--- config.mk ---
export PLATFORM = sky130hd
export DESIGN_NAME = shift_unit_n
export DESIGN_NICKNAME = d
export VERILOG_FILES = /design/src/rtl/shift_unit_n.sv
export SDC_FILE = /design/constraint.sdc
export NUM_CORES = 1
export LEC_CHECK = 0
export ABC_AREA = 1
export BUFFER_PORTS_ARGS = -buffer_cell sky130_fd_sc_hd__buf_4
export CORE_MARGIN = 10
export CORE_UTILIZATION = 49
export CTS_BUF_LIST = sky130_fd_sc_hd__clkbuf_16
export DETAILED_ROUTE_END_ITERATION = 10
export PLACE_DENSITY_LB_ADDON = 0.2
export SLEW_MARGIN = 20
export SYNTH_ARGS = -nofsm -noshare
export SYNTH_HDL_FRONTEND = slang
export SYNTH_SLANG_ARGS = --single-unit
--- constraint.sdc ---
create_clock -name clk -period 1.2 [get_ports clk]
set_input_delay 0.12 -clock clk [delete_from_list [all_inputs] [get_ports clk]]
set_output_delay 0.12 -clock clk [all_outputs]
set_load 0.01 [all_outputs]
--- src/rtl/shift_unit_n.sv ---
`default_nettype none
// ============================================================================
// Module   : shift_unit_n
// Brief    : Multi-mode shift register (LSR/ASR/LSL/ROR), one bit per clock,
//            with start/busy/done handshake. Optional serial I/O is enabled
//            by defining SHIFT_UNIT_SERIAL_IO_EN.
// Revision : 1.0
// ============================================================================
module shift_unit_n #(
  parameter int WIDTH = 8,
  parameter int AMT_W = 3
) (
  input  logic              clk,
  input  logic              reset,
  input  logic              load,
  input  logic [WIDTH-1:0]  load_value,
  input  logic              start,
  input  logic [1:0]        op,
  input  logic [AMT_W-1:0]  amount,
`ifdef SHIFT_UNIT_SERIAL_IO_EN
  input  logic              ser_in,
  output logic              ser_out,
`endif
  output logic              busy,
  output logic              done,
  output logic [WIDTH-1:0]  q
);

  localparam logic [1:0] C_OP_LSR = 2'b00;
  localparam logic [1:0] C_OP_ASR = 2'b01;
  localparam logic [1:0] C_OP_LSL = 2'b10;
  localparam logic [1:0] C_OP_ROR = 2'b11;

  localparam logic [AMT_W-1:0] C_AMT_ZERO = '0;
  localparam logic [AMT_W-1:0] C_AMT_ONE  = AMT_W'(1);

  typedef enum logic [0:0] {
    ST_IDLE  = 1'b0,
    ST_SHIFT = 1'b1
  } state_t;

  state_t           r_state;
  state_t           w_state_nxt;
  logic [AMT_W-1:0] r_cnt;
  logic [AMT_W-1:0] w_cnt_nxt;
  logic [1:0]       r_op;
  logic [1:0]       w_op_nxt;
  logic [WIDTH-1:0] r_q;
  logic [WIDTH-1:0] w_q_nxt;
  logic             r_done;
  logic             w_done_nxt;
  logic             r_zero_pend;
  logic             w_zero_pend_nxt;
  logic             w_fill;
  logic [WIDTH-1:0] w_shifted;

`ifdef SHIFT_UNIT_SERIAL_IO_EN
  logic r_ser_out;
  logic w_out_bit;

  assign w_fill    = ser_in;
  assign w_out_bit = (r_op == C_OP_LSL) ? r_q[WIDTH-1] : r_q[0];
  assign ser_out   = r_ser_out;

  always_ff @(posedge clk) begin
    if (reset) begin
      r_ser_out <= 1'b0;
    end else if (r_state == ST_SHIFT) begin
      r_ser_out <= w_out_bit;
    end
  end
`else
  assign w_fill = 1'b0;
`endif

  // Single-position shift of the current contents using the latched mode.
  always_comb begin
    w_shifted = r_q;
    case (r_op)
      C_OP_LSR: w_shifted = {w_fill, r_q[WIDTH-1:1]};
      C_OP_ASR: w_shifted = {r_q[WIDTH-1], r_q[WIDTH-1:1]};
      C_OP_LSL: w_shifted = {r_q[WIDTH-2:0], w_fill};
      C_OP_ROR: w_shifted = {r_q[0], r_q[WIDTH-1:1]};
      default:  w_shifted = r_q;
    endcase
  end

  always_comb begin
    w_state_nxt     = r_state;
    w_cnt_nxt       = r_cnt;
    w_op_nxt        = r_op;
    w_q_nxt         = r_q;
    // A zero-amount start completes one edge after it was accepted.
    w_done_nxt      = r_zero_pend;
    w_zero_pend_nxt = 1'b0;
    case (r_state)
      ST_IDLE: begin
        if (load) begin
          w_q_nxt = load_value;
        end else if (start) begin
          if (amount == C_AMT_ZERO) begin
            w_zero_pend_nxt = 1'b1;
          end else begin
            w_op_nxt    = op;
            w_cnt_nxt   = amount;
            w_state_nxt = ST_SHIFT;
          end
        end
      end
      ST_SHIFT: begin
        w_q_nxt   = w_shifted;
        w_cnt_nxt = r_cnt - C_AMT_ONE;
        if (r_cnt == C_AMT_ONE) begin
          w_state_nxt = ST_IDLE;
          w_done_nxt  = 1'b1;
        end
      end
      default: begin
        w_state_nxt = ST_IDLE;
      end
    endcase
  end

  always_ff @(posedge clk) begin
    if (reset) begin
      r_state     <= ST_IDLE;
      r_cnt       <= '0;
      r_op        <= C_OP_LSR;
      r_q         <= '0;
      r_done      <= 1'b0;
      r_zero_pend <= 1'b0;
    end else begin
      r_state     <= w_state_nxt;
      r_cnt       <= w_cnt_nxt;
      r_op        <= w_op_nxt;
      r_q         <= w_q_nxt;
      r_done      <= w_done_nxt;
      r_zero_pend <= w_zero_pend_nxt;
    end
  end

  assign busy = (r_state == ST_SHIFT);
  assign done = r_done;
  assign q    = r_q;

endmodule
`default_nettype wire

==> tab_implementation.tex, run 1 <==
\begin{tabular}{lr}
\hline
Metric & Value \\
\hline
\multicolumn{2}{l}{\textbf{CTS}} \\
\quad Clock tree from TritonCTS & built \\
\quad Post-CTS Hold Fix Bufs & 0 \\
\quad Clock transition at the registers of the reported paths & 0.05 ns \\
\quad Clock net sink count & 16 \\
\quad Buffers inserted by post-CTS timing repair & 0 \\
\quad Number of gates resized after CTS & 0 \\
\quad Clock insertion delay at the later pin of the skew report & 0.24 ns \\
\quad Bufs on Longest Clock Path & 2 \\
\quad Number of CTS-inserted buffers & 3 \\
\quad Buffer cell driving the clock tree root & sky130\_fd\_sc\_hd\_\_clkbuf\_16 \\
\quad H-tree levels & 1 \\
\multicolumn{2}{l}{\textbf{Yosys}} \\
\quad Distinct cell type count after synthesis & 19 \\
\quad Post-synthesis compound-gate area fraction & 14.2\% \\
\quad Parity-gate share of the synthesized area counting xor and xnor cells & 0\% \\
\quad Post-Synthesis Mean Instance Area & 6.52 sq um \\
\quad Portion of netlist area occupied by mux cells & 0\% \\
\quad Count of yosys warnings during synthesis & 0 \\
\quad Synth Area in Adders & 2.84\% \\
\quad Main combinational cell family by area after synthesis & simple AND/OR/NAND/NOR gates \\
\quad Gate count of the mapped netlist & 135 \\
\quad Number of storage elements in the synthesis netlist & 16 \\
\quad Proportion of synthesized chip area in sequential cells & 36.4\% \\
\quad Mapped cell area & 880 sq um \\
\quad Simple-gate area share of the yosys netlist & 32.7\% \\
\quad Synth Net Count & 154 \\
\multicolumn{2}{l}{\textbf{STA}} \\
\quad Slew @ Worst Pin & 0.210 ns \\
\quad RSZ-0062 raised after global routing & false \\
\quad Final worst path period need & 1.11 ns \\
\quad Number of max-slew violations in the final report & 0 \\
\quad Setup-failing EPs final & 0 \\
\quad Setup slack of the critical path after layout & 0.0950 ns \\
\quad Sum of negative setup slack & 0 ns \\
\quad Clk\_skew & 0.00197 ns \\
\quad Number of hold violations in the final report & 0 \\
\quad Highest clock frequency the design can meet & 905 MHz \\
\quad Share of the clock period used by the worst path & 92.1\% \\
\quad Worst relative slew slack & 86.0\% \\
\multicolumn{2}{l}{\textbf{Power}} \\
\quad Power per unit of standard cell area & 1300 nW/um\^{}2 \\
\quad Share of total power consumed by net switching & 25.2\% \\
\quad Int Pwr & 0.00115 W \\
\quad Sequential power share & 39.0\% \\
\quad Clock group share of total power & 40.9\% \\
\quad Leakage power & 0.589 nW \\
\quad Comb pwr share & 20.2\% \\
\quad Power spent charging and discharging nets & 0.000387 W \\
\quad Maximum resistive drop on vdd & 0.000864 V \\
\multicolumn{2}{l}{\textbf{Worst setup path}} \\
\quad CP Data Arrival Time & 1.28 ns \\
\quad Crit end category & flop \\
\quad FF-to-FF setup slack & 0.09 ns \\
\quad Data required, critical path & 1.38 ns \\
\quad Cell occurring most often along the worst timing path & sky130\_fd\_sc\_hd\_\_a21oi\_1 \\
\quad Capturing point of the worst reg2reg path & r\_cnt[2] \\
\quad Number of buffers and inverters on the critical path & 1 \\
\quad Worst flop-to-flop path startpoint & r\_cnt[0] \\
\quad Cell count of the worst reg-to-reg path & 5 \\
\quad Slowest-stage cell, CP & sky130\_fd\_sc\_hd\_\_dfxtp\_1 \\
\quad Cell family contributing the most delay on the critical path & flip-flops \\
\quad Delay contributed by the slowest stage of the critical path & 0.37 ns \\
\quad Worst path cell trace & inv\_1 > ha\_1 > a21oi\_1 > nand2\_1 > a21oi\_1 \\
\quad Setup crit start kind & flop \\
\quad Worst setup path category & reg -> reg \\
\quad Crit Path Max Fanout & 4 \\
\quad CP Launch Point & r\_cnt[0] \\
\multicolumn{2}{l}{\textbf{Drt}} \\
\quad Vias/cell & 4.94 \\
\quad Iteration-0 DRC Markers & 30 \\
\quad Total routed wirelength & 2.31 mm \\
\quad Average wire per standard cell & 12.2 um \\
\quad Number of remaining DRC errors & 0 \\
\quad Antenna-violating nets left & 0 \\
\quad Vias & 933 \\
\quad Iteration count of the initial detailed-routing pass & 4 \\
\multicolumn{2}{l}{\textbf{Floorplan}} \\
\quad Core region area & 1710 sq um \\
\quad Ports & 27 \\
\quad Number of standard-cell rows in the floorplan & 15 \\
\quad Initial Util & 51.5\% \\
\quad Total die area & 3890 sq um \\
\quad Chip Width & 62.4 um \\
\quad Die Ht & 62.4 um \\
\multicolumn{2}{l}{\textbf{Global route}} \\
\quad Global route overflow & 0 \\
\quad Highest-utilization routing layer at the global route stage & met2 \\
\quad Met1 Resource Use GR & 12.6\% \\
\quad GRT met3 Usage & 3.23\% \\
\quad Maximum number of pins on one net before global-route repair & 14 \\
\quad GRT Overall Usage & 12.0\% \\
\quad Initial antenna violation count & 0 \\
\quad M2 GR Usage & 21.9\% \\
\quad Wire length of the first global-routing pass & 3.96 mm \\
\quad Vias in the first global route & 935 \\
\multicolumn{2}{l}{\textbf{Place}} \\
\quad Placed cell areas & 1100 sq um \\
\quad DP Wirelength & 1.76 mm \\
\quad Number of placed instances with taps included & 186 \\
\quad Routability congestion estimate & 0.874 \\
\quad \# port buffers & 26 \\
\quad Dpl ws & 0.130 ns \\
\multicolumn{2}{l}{\textbf{Outcome}} \\
\quad Run status & completed \\
\multicolumn{2}{l}{\textbf{Cells and area}} \\
\quad Final non-filler cell area & 1180 sq um \\
\quad Synth-to-Final Area Change & 34.1\% \\
\quad Layout cells sized above 1 & 24.4\% \\
\quad Most frequent cells in the layout & sky130\_fd\_sc\_hd\_\_buf\_4 (29), sky130\_fd\_sc\_hd\_\_nand2\_1 (25), sky130\_fd\_sc\_hd\_\_inv\_1 (24) \\
\quad Number of standard cells in the final layout excluding fillers & 189 \\
\quad Number of diodes & 0 \\
\quad Total number of nets in the final design & 185 \\
\quad Leading cell type in the layout, fill and taps excluded & sky130\_fd\_sc\_hd\_\_buf\_4 \\
\multicolumn{2}{l}{\textbf{Hold path}} \\
\quad Min-delay src & reset \\
\quad Tightest Hold Check Type & in -> reg \\
\quad Min-Delay Endpoint & done \\
\quad Hold path cells & 2 \\
\multicolumn{2}{l}{\textbf{Run}} \\
\quad Max-cap violations & 0 \\
\hline
\end{tabular}
## layer usage
| metal | part of all wire, % | wire, um | vias up |
|---|---|---|---|
| li1 | - | - | 485 |
| met1 | 42 | 960 | 404 |
| met2 | 51 | 1190 | 38 |
| met3 | 5.5 | 127 | 6 |
| met4 | 1.5 | 35 | 0 |
| met5 | 0 | 0 | - |
## worst max-delay path by stage
stage / slack [ns] / endpoint / depth (start not counted)
after floorplan: 0.15 / q[0] / 6
after global placement: 0.18 / r_op[0] / 5
after detailed placement: 0.13 / r_cnt[2] / 5
after CTS: 0.12 / r_cnt[2] / 5
after global routing: 0.008 / r_cnt[2] / 5
final: 0.09 / r_cnt[2] / 5
## flip-flops by register name, indices dropped and copies added (netlist names)
name,cells
q,8
r_cnt,3
done,1
r_zero_pend,1
r_op,2
busy,1
## logic make-up (layout without fill, tap and decap cells)
logic type	after synthesis	after routing
DFF	16	16
AOI/OAI and AO/OA	25	25
and+or+nand+nor	63	63
buffers and inverters	29	58
adders and majority gates	2	2
## cell usage after synthesis, drive strengths merged
library cell	count	area [sq um]
a21oi	13	65.1
buf	2	18.8
clkbuf	1	5.00
dfxtp	16	320
ha	2	25.0
inv	26	97.6
nand2	29	124
nand3	15	75.1
nand3b	2	15.0
nor2	15	58.8
nor3	2	15.0
o21ai	12	60.1
## power by group through the flow
stage | Sequential, W | Combinational (W) | Clock, W
2_1_floorplan | 0.000618 | 0.000172 | 0
3_3_place_gp | 0.000606 | 0.000299 | 0
3_5_place_dp | 0.000608 | 0.000308 | 0
4_1_cts | 0.000598 | 0.000311 | 0.000632
5_1_grt | 0.000602 | 0.000353 | 0.000650
6_report | 0.000598 | 0.000309 | 0.000627
## stage by stage
stage / total power [W] / utilization [%] / hold WS (ns)
after global routing: 0.00161 / 69.1 / 0.148
final: 0.00153 / 69.1 / 0.120
after detailed placement: 0.000916 / 64.7 / 0.386
after floorplan: 0.000791 / - / 0.283
after CTS: 0.00154 / 69.1 / 0.129
after global placement: 0.000904 / 64.7 / 0.369
## final cells by class
| type | count | area (sq um) |
|---|---|---|
| Clock buffer | 3 | 75.1 |
| Fill cell | 159 | 528 |
| Inverter | 26 | 97.6 |
| Multi-Input combinational cell | 90 | 438 |
| Sequential cell | 16 | 320 |
| Tap cell | 25 | 31.3 |
| Timing Repair Buffer | 29 | 218 |
## worst reg2reg max path, cell delays in order (launching register included)
cell and delay (ns):
sky130_fd_sc_hd__dfxtp_1 0.37, sky130_fd_sc_hd__inv_1 0.06, sky130_fd_sc_hd__ha_1 0.22, sky130_fd_sc_hd__a21oi_1 0.19, sky130_fd_sc_hd__nand2_1 0.08, sky130_fd_sc_hd__a21oi_1 0.13
Note: power is estimated with default switching activity, not from simulation.
==> inputs of run 2 (changes only) <==
--- a/config.mk
+++ b/config.mk
@@ -7,8 +7,10 @@
 export LEC_CHECK = 0
 export ABC_AREA = 1
 export BUFFER_PORTS_ARGS = -buffer_cell sky130_fd_sc_hd__buf_4
+export CELL_PAD_IN_SITES_DETAIL_PLACEMENT = 0
+export CELL_PAD_IN_SITES_GLOBAL_PLACEMENT = 2
 export CORE_MARGIN = 10
-export CORE_UTILIZATION = 49
+export CORE_UTILIZATION = 25
 export CTS_BUF_LIST = sky130_fd_sc_hd__clkbuf_16
 export DETAILED_ROUTE_END_ITERATION = 10
 export PLACE_DENSITY_LB_ADDON = 0.2
==> tab_implementation.tex, run 2 (synthesized netlist as in run 1, its figures left out) <==
\begin{tabular}{lr}
\hline
Metric & Value \\
\hline
\multicolumn{2}{l}{\textbf{Worst setup path}} \\
\quad Crit end category & output port \\
\quad Worst setup path category & reg -> out \\
\quad Slowest-stage cell, CP & sky130\_fd\_sc\_hd\_\_dfxtp\_1 \\
\quad Setup crit start kind & flop \\
\quad Data required, critical path & 1.08 ns (-0.30 ns) \\
\quad Crit Path Max Fanout & 13 (+9) \\
\quad Delay contributed by the slowest stage of the critical path & 0.41 ns (+0.04 ns) \\
\quad CP Data Arrival Time & 0.94 ns (-0.34 ns) \\
\quad Worst path cell trace & buf\_12 > buf\_4 \\
\multicolumn{2}{l}{\textbf{Global route}} \\
\quad M2 GR Usage & 15.0\% (-6.9 points) \\
\quad Highest-utilization routing layer at the global route stage & met2 \\
\quad GRT met3 Usage & 3.72\% (+0.49 points) \\
\quad Wire length of the first global-routing pass & 4.24 mm (+7.0\%) \\
\quad Maximum number of pins on one net before global-route repair & 14 (unchanged) \\
\quad Initial antenna violation count & 0 (unchanged) \\
\quad GRT Overall Usage & 8.35\% (-3.6 points) \\
\quad Vias in the first global route & 933 (-0.21\%) \\
\quad Global route overflow & 0 (unchanged) \\
\quad Met1 Resource Use GR & 8.61\% (-4.0 points) \\
\multicolumn{2}{l}{\textbf{Floorplan}} \\
\quad Core region area & 3360 sq um (+97\%) \\
\quad Ports & 27 (unchanged) \\
\quad Number of standard-cell rows in the floorplan & 21 (+6) \\
\quad Total die area & 6290 sq um (+62\%) \\
\quad Chip Width & 79.3 um (+27\%) \\
\quad Die Ht & 79.3 um (+27\%) \\
\quad Initial Util & 26.2\% (-25 points) \\
\multicolumn{2}{l}{\textbf{Power}} \\
\quad Power per unit of standard cell area & 1270 nW/um\^{}2 (-2.4\%) \\
\quad Leakage power & 0.593 nW (+0.65\%) \\
\quad Maximum resistive drop on vdd & 0.000546 V (-37\%) \\
\multicolumn{2}{l}{\textbf{Cells and area}} \\
\quad Largest register FFs & 8 (unchanged) \\
\quad Layout cells sized above 1 & 24.4\% (unchanged) \\
\quad Final core utilization & 36.3\% (-33 points) \\
\quad Total number of nets in the final design & 185 (unchanged) \\
\quad Final non-filler cell area & 1220 sq um (+3.5\%) \\
\quad Synth-to-Final Area Change & 38.8\% \\
\quad Leading cell type in the layout, fill and taps excluded & sky130\_fd\_sc\_hd\_\_buf\_4 \\
\quad Number of diodes & 0 (unchanged) \\
\quad Layout fillers & 401 (+150\%) \\
\quad Most frequent cells in the layout & sky130\_fd\_sc\_hd\_\_buf\_4 (28), sky130\_fd\_sc\_hd\_\_nand2\_1 (25), sky130\_fd\_sc\_hd\_\_inv\_1 (24) \\
\multicolumn{2}{l}{\textbf{Drt}} \\
\quad Average wire per standard cell & 11.9 um (-2.6\%) \\
\quad Number of remaining DRC errors & 0 (unchanged) \\
\quad Vias/cell & 4.29 (-13\%) \\
\quad Antenna-violating nets left & 0 (unchanged) \\
\quad Iteration-0 DRC Markers & 23 (-23\%) \\
\quad Iteration count of the initial detailed-routing pass & 2 (-2) \\
\quad Total routed wirelength & 2.50 mm (+8.2\%) \\
\quad Vias & 901 (-3.4\%) \\
\multicolumn{2}{l}{\textbf{STA}} \\
\quad RSZ-0062 raised after global routing & false \\
\quad Number of hold violations in the final report & 0 (unchanged) \\
\quad Final worst path period need & 1.06 ns (-0.0460 ns) \\
\quad Worst relative slew slack & 84.3\% (-1.7 points) \\
\quad Clk\_skew & 0.00310 ns (+0.00113 ns) \\
\quad Highest clock frequency the design can meet & 944 MHz (+4.3\%) \\
\quad Number of max-slew violations in the final report & 0 (unchanged) \\
\quad Share of the clock period used by the worst path & 88.3\% (-3.8 points) \\
\quad Setup-failing EPs final & 0 (unchanged) \\
\quad Slew @ Worst Pin & 0.235 ns (+0.0248 ns) \\
\quad Sum of negative setup slack & 0 ns (unchanged) \\
\multicolumn{2}{l}{\textbf{CTS}} \\
\quad H-tree levels & 1 (unchanged) \\
\quad Bufs on Longest Clock Path & 2 (unchanged) \\
\quad Clock net sink count & 16 (unchanged) \\
\quad Buffers inserted by post-CTS timing repair & 0 (unchanged) \\
\quad Clock tree from TritonCTS & built \\
\quad Number of CTS-inserted buffers & 3 (unchanged) \\
\quad Clock transition at the registers of the reported paths & 0.05 ns (about the same) \\
\quad Buffer cell driving the clock tree root & sky130\_fd\_sc\_hd\_\_clkbuf\_16 \\
\quad Clock insertion delay at the later pin of the skew report & 0.24 ns (about the same) \\
\multicolumn{2}{l}{\textbf{Outcome}} \\
\quad Run status & completed \\
\multicolumn{2}{l}{\textbf{Place}} \\
\quad DP Wirelength & 2.01 mm (+14\%) \\
\quad Placed cell areas & 1140 sq um (+3.5\%) \\
\quad Routability congestion estimate & 0.807 (-7.6\%) \\
\quad \# port buffers & 26 (unchanged) \\
\multicolumn{2}{l}{\textbf{Hold path}} \\
\quad Tightest Hold Check Type & in -> reg \\
\multicolumn{2}{l}{\textbf{Run}} \\
\quad Max-cap violations & 0 (unchanged) \\
\hline
\end{tabular}
==> run 2: cell counts in the layout (fill, tap and decap cells not counted) <==
Identical to the previous run, type by type.
==> run 2: worst paths after layout <==
path / start / end / slack [ns] / depth (start not counted)
worst max register to register: r_cnt[0] / r_cnt[2] / 0.15 / 5
worst min-delay path: op[1] / r_op[1] / 0.13 / 3
worst min register to register: r_zero_pend / done / 0.43 / 2
worst max-delay path: busy / busy / 0.14 / 2
==> run 2: power breakdown <==
part,switching (W),internal (W),total [W]
clock,0.000200,0.000437,0.000637
combinational,0.000169,0.000144,0.000314
sequential,0.0000277,0.000573,0.000600
total,0.000397,0.00115,0.00155
==> run 2: timing repair <==
| action | CTS | global route |
|---|---|---|
| gates resized for setup | 0 | 2 |
| hold buffers | 0 | 0 |
| setup endpoints to repair | 0 | 3 |
==> run 2: worst max-delay path, delay by kind of cell (launching register included) <==
family / cells / cell delay [ns]
buf+inv: 2 / 0.28
flops: 1 / 0.41
==> run 2: layer usage <==
layer  up-vias  routed length [um]  part of all wire, %
met1       399                1080                   43
li1        483                   -                    -
met5         -                   0                    0
met4         0                  14                 0.56
met2        17                1260                   50
met3         2                 148                  5.9
==> run 2: stage by stage <==
step | std cells | setup WS [ns] | power, W | hold slack, ns
3_3_place_gp | 207 | 0.123 | 0.000930 | 0.370
2_1_floorplan | 135 | 0.150 | 0.000791 | 0.283
5_1_grt | 210 | 0.00449 | 0.00165 | 0.145
3_5_place_dp | 207 | 0.111 | 0.000931 | 0.380
4_1_cts | 210 | 0.0981 | 0.00159 | 0.126
6_report | 210 | 0.141 | 0.00155 | 0.126
==> run 2: cell type report <==
cell class                      instances  area [sq um]  share of cell area, %
Multi-Input combinational cell         90           438                   35.9
Sequential cell                        16           320                   26.2
Timing Repair Buffer                   29           230                   18.9
Inverter                               26           100                   8.20
Clock buffer                            3          75.1                   6.15
Tap cell                               46          57.6                   4.71
==> inputs of run 3 (changes only) <==
--- a/config.mk
+++ b/config.mk
@@ -9,7 +9,6 @@
 export BUFFER_PORTS_ARGS = -buffer_cell sky130_fd_sc_hd__buf_4
 export CELL_PAD_IN_SITES_DETAIL_PLACEMENT = 0
 export CELL_PAD_IN_SITES_GLOBAL_PLACEMENT = 2
-export CORE_MARGIN = 10
 export CORE_UTILIZATION = 25
 export CTS_BUF_LIST = sky130_fd_sc_hd__clkbuf_16
 export DETAILED_ROUTE_END_ITERATION = 10
==> tab_implementation.tex, run 3 (synthesized netlist as in run 1, its figures left out) <==
\begin{tabular}{lr}
\hline
Metric & Value \\
\hline
\multicolumn{2}{l}{\textbf{Outcome}} \\
\quad Run status & completed \\
\multicolumn{2}{l}{\textbf{Hold path}} \\
\quad Tightest Hold Check Type & in -> reg \\
\quad Hold path cells & 3 (unchanged) \\
\multicolumn{2}{l}{\textbf{CTS}} \\
\quad Clock net sink count & 16 (unchanged) \\
\quad Post-CTS Hold Fix Bufs & 0 (unchanged) \\
\quad Buffers inserted by post-CTS timing repair & 0 (unchanged) \\
\quad Bufs on Longest Clock Path & 2 (unchanged) \\
\quad H-tree levels & 1 (unchanged) \\
\quad Clock insertion delay at the later pin of the skew report & 0.24 ns (about the same) \\
\quad Clock transition at the registers of the reported paths & 0.05 ns (about the same) \\
\quad Number of CTS-inserted buffers & 3 (unchanged) \\
\quad Number of gates resized after CTS & 0 (unchanged) \\
\quad Clock tree from TritonCTS & built \\
\quad Buffer cell driving the clock tree root & sky130\_fd\_sc\_hd\_\_clkbuf\_16 \\
\multicolumn{2}{l}{\textbf{Worst setup path}} \\
\quad Worst path cell trace & buf\_12 > buf\_4 \\
\quad Slowest-stage cell, CP & sky130\_fd\_sc\_hd\_\_dfxtp\_1 \\
\quad Cell count of the worst reg-to-reg path & 6 (+1) \\
\quad Data required, critical path & 1.08 ns (about the same) \\
\quad Cell family contributing the most delay on the critical path & flip-flops \\
\quad Worst setup path category & reg -> out \\
\quad Critical Path Stages & 2 (unchanged) \\
\quad Crit end category & output port \\
\quad CP Data Arrival Time & 0.95 ns (about the same) \\
\quad Delay contributed by the slowest stage of the critical path & 0.41 ns (about the same) \\
\quad Crit Path Max Fanout & 13 (unchanged) \\
\quad Number of buffers and inverters on the critical path & 2 (unchanged) \\
\quad Setup crit start kind & flop \\
\multicolumn{2}{l}{\textbf{Floorplan}} \\
\quad Ports & 27 (unchanged) \\
\quad Core region area & 3360 sq um (unchanged) \\
\quad Number of standard-cell rows in the floorplan & 21 (unchanged) \\
\quad Total die area & 3760 sq um (-40\%) \\
\quad Initial Util & 26.2\% (unchanged) \\
\quad Die Ht & 61.3 um (-23\%) \\
\quad Chip Width & 61.3 um (-23\%) \\
\multicolumn{2}{l}{\textbf{Power}} \\
\quad Power per unit of standard cell area & 1280 nW/um\^{}2 (+0.65\%) \\
\quad Share of total power consumed by net switching & 26.0\% (+0.47 points) \\
\quad Leakage power & 0.593 nW (about the same) \\
\quad Int Pwr & 0.00115 W (about the same) \\
\quad Clock group share of total power & 41.5\% (+0.4 points) \\
\quad Maximum resistive drop on vdd & 0.000809 V (+48\%) \\
\quad Power spent charging and discharging nets & 0.000407 W (+2.5\%) \\
\quad Comb pwr share & 20.1\% (about the same) \\
\quad Sequential power share & 38.5\% (-0.2 points) \\
\multicolumn{2}{l}{\textbf{Drt}} \\
\quad Vias/cell & 4.37 (+1.9\%) \\
\quad Iteration-0 DRC Markers & 28 (+22\%) \\
\quad Vias & 918 (+1.9\%) \\
\quad Average wire per standard cell & 10.7 um (-9.8\%) \\
\quad Number of remaining DRC errors & 0 (unchanged) \\
\quad Antenna-violating nets left & 0 (unchanged) \\
\quad Iteration count of the initial detailed-routing pass & 4 (+2) \\
\quad Total routed wirelength & 2.25 mm (-9.8\%) \\
\multicolumn{2}{l}{\textbf{Cells and area}} \\
\quad Layout cells sized above 1 & 24.4\% (unchanged) \\
\quad Final core utilization & 36.3\% (unchanged) \\
\quad Most frequent cells in the layout & sky130\_fd\_sc\_hd\_\_buf\_4 (28), sky130\_fd\_sc\_hd\_\_nand2\_1 (25), sky130\_fd\_sc\_hd\_\_inv\_1 (24) \\
\quad Number of diodes & 0 (unchanged) \\
\quad Final non-filler cell area & 1220 sq um (unchanged) \\
\quad Number of standard cells in the final layout excluding fillers & 210 (unchanged) \\
\quad Total number of nets in the final design & 185 (unchanged) \\
\quad Leading cell type in the layout, fill and taps excluded & sky130\_fd\_sc\_hd\_\_buf\_4 \\
\quad Synth-to-Final Area Change & 38.8\% (unchanged) \\
\quad Largest register FFs & 8 (unchanged) \\
\multicolumn{2}{l}{\textbf{Place}} \\
\quad Number of placed instances with taps included & 207 (unchanged) \\
\quad DP Wirelength & 1.74 mm (-14\%) \\
\quad Dpl ws & 0.107 ns (-0.00415 ns) \\
\quad \# port buffers & 26 (unchanged) \\
\quad Placed cell areas & 1140 sq um (unchanged) \\
\quad Routability congestion estimate & 0.783 (-3.0\%) \\
\multicolumn{2}{l}{\textbf{Run}} \\
\quad Max-cap violations & 0 (unchanged) \\
\multicolumn{2}{l}{\textbf{Global route}} \\
\quad Maximum number of pins on one net before global-route repair & 14 (unchanged) \\
\quad Global route overflow & 0 (unchanged) \\
\quad Vias in the first global route & 826 (-11\%) \\
\quad Wire length of the first global-routing pass & 3.58 mm (-15\%) \\
\quad Initial antenna violation count & 0 (unchanged) \\
\quad GRT Overall Usage & 13.2\% (+4.8 points) \\
\multicolumn{2}{l}{\textbf{STA}} \\
\quad Number of max-slew violations in the final report & 0 (unchanged) \\
\quad Share of the clock period used by the worst path & 88.8\% (+0.52 points) \\
\quad Setup-failing EPs final & 0 (unchanged) \\
\quad Setup slack of the critical path after layout & 0.135 ns (-0.00626 ns) \\
\quad RSZ-0062 raised after global routing & false \\
\quad Highest clock frequency the design can meet & 939 MHz (-0.59\%) \\
\quad Number of hold violations in the final report & 0 (unchanged) \\
\quad Worst relative slew slack & 83.4\% (-0.90 points) \\
\quad Slew @ Worst Pin & 0.248 ns (+0.0135 ns) \\
\quad Final worst path period need & 1.07 ns (+0.00626 ns) \\
\quad Clk\_skew & 0.00179 ns (-0.00130 ns) \\
\quad Sum of negative setup slack & 0 ns (unchanged) \\
\hline
\end{tabular}
## run 3: through the flow
| stage | total power, W | hold WS, ns |
|---|---|---|
| floorplan | 0.000791 | 0.283 |
| global placement | 0.000926 | 0.370 |
| detailed placement | 0.000927 | 0.381 |
| CTS | 0.00158 | 0.128 |
| global route | 0.00164 | 0.145 |
| finish | 0.00156 | 0.125 |
## run 3: path summary, 6_finish.rpt
check / from / slack [ns] / to
max reg2reg: r_op[0] / 0.16 / q[2]
min: op[1] / 0.13 / r_op[1]
min reg2reg: r_zero_pend / 0.44 / done
max: busy / 0.13 / busy
## run 3: worst min-delay path: stages
cell	delay, ns
sky130_fd_sc_hd__buf_4	0.07
sky130_fd_sc_hd__o21ai_0	0.07
sky130_fd_sc_hd__nor2_1	0.07
## run 3: metal layers
layer | GRT usage (%) | routed length (um) | vias to the layer above
met1 | 15.8 | 1020 | 415
met2 | 23.4 | 1120 | 17
met3 | 4.20 | 95 | 2
li1 | - | - | 484
met4 | 1.95 | 13 | 0
met5 | 0 | 0 | -
## run 3: cell type report
cell class / instances / area (sq um)
multi-input combinational: 90 / 438
sequential: 16 / 320
clock buffer: 3 / 75.1
timing repair buffer: 29 / 230
fill: 414 / 2140
tap: 46 / 57.6
inverter: 26 / 100
## run 3: power by group through the flow
stage                     Combinational, W  Sequential (W)  Clock, W
final                             0.000313        0.000600  0.000647
after global routing              0.000357        0.000606  0.000681
after CTS                         0.000317        0.000600  0.000663
after detailed placement          0.000316        0.000611         0
after global placement            0.000318        0.000608         0
after floorplan                   0.000172        0.000618         0
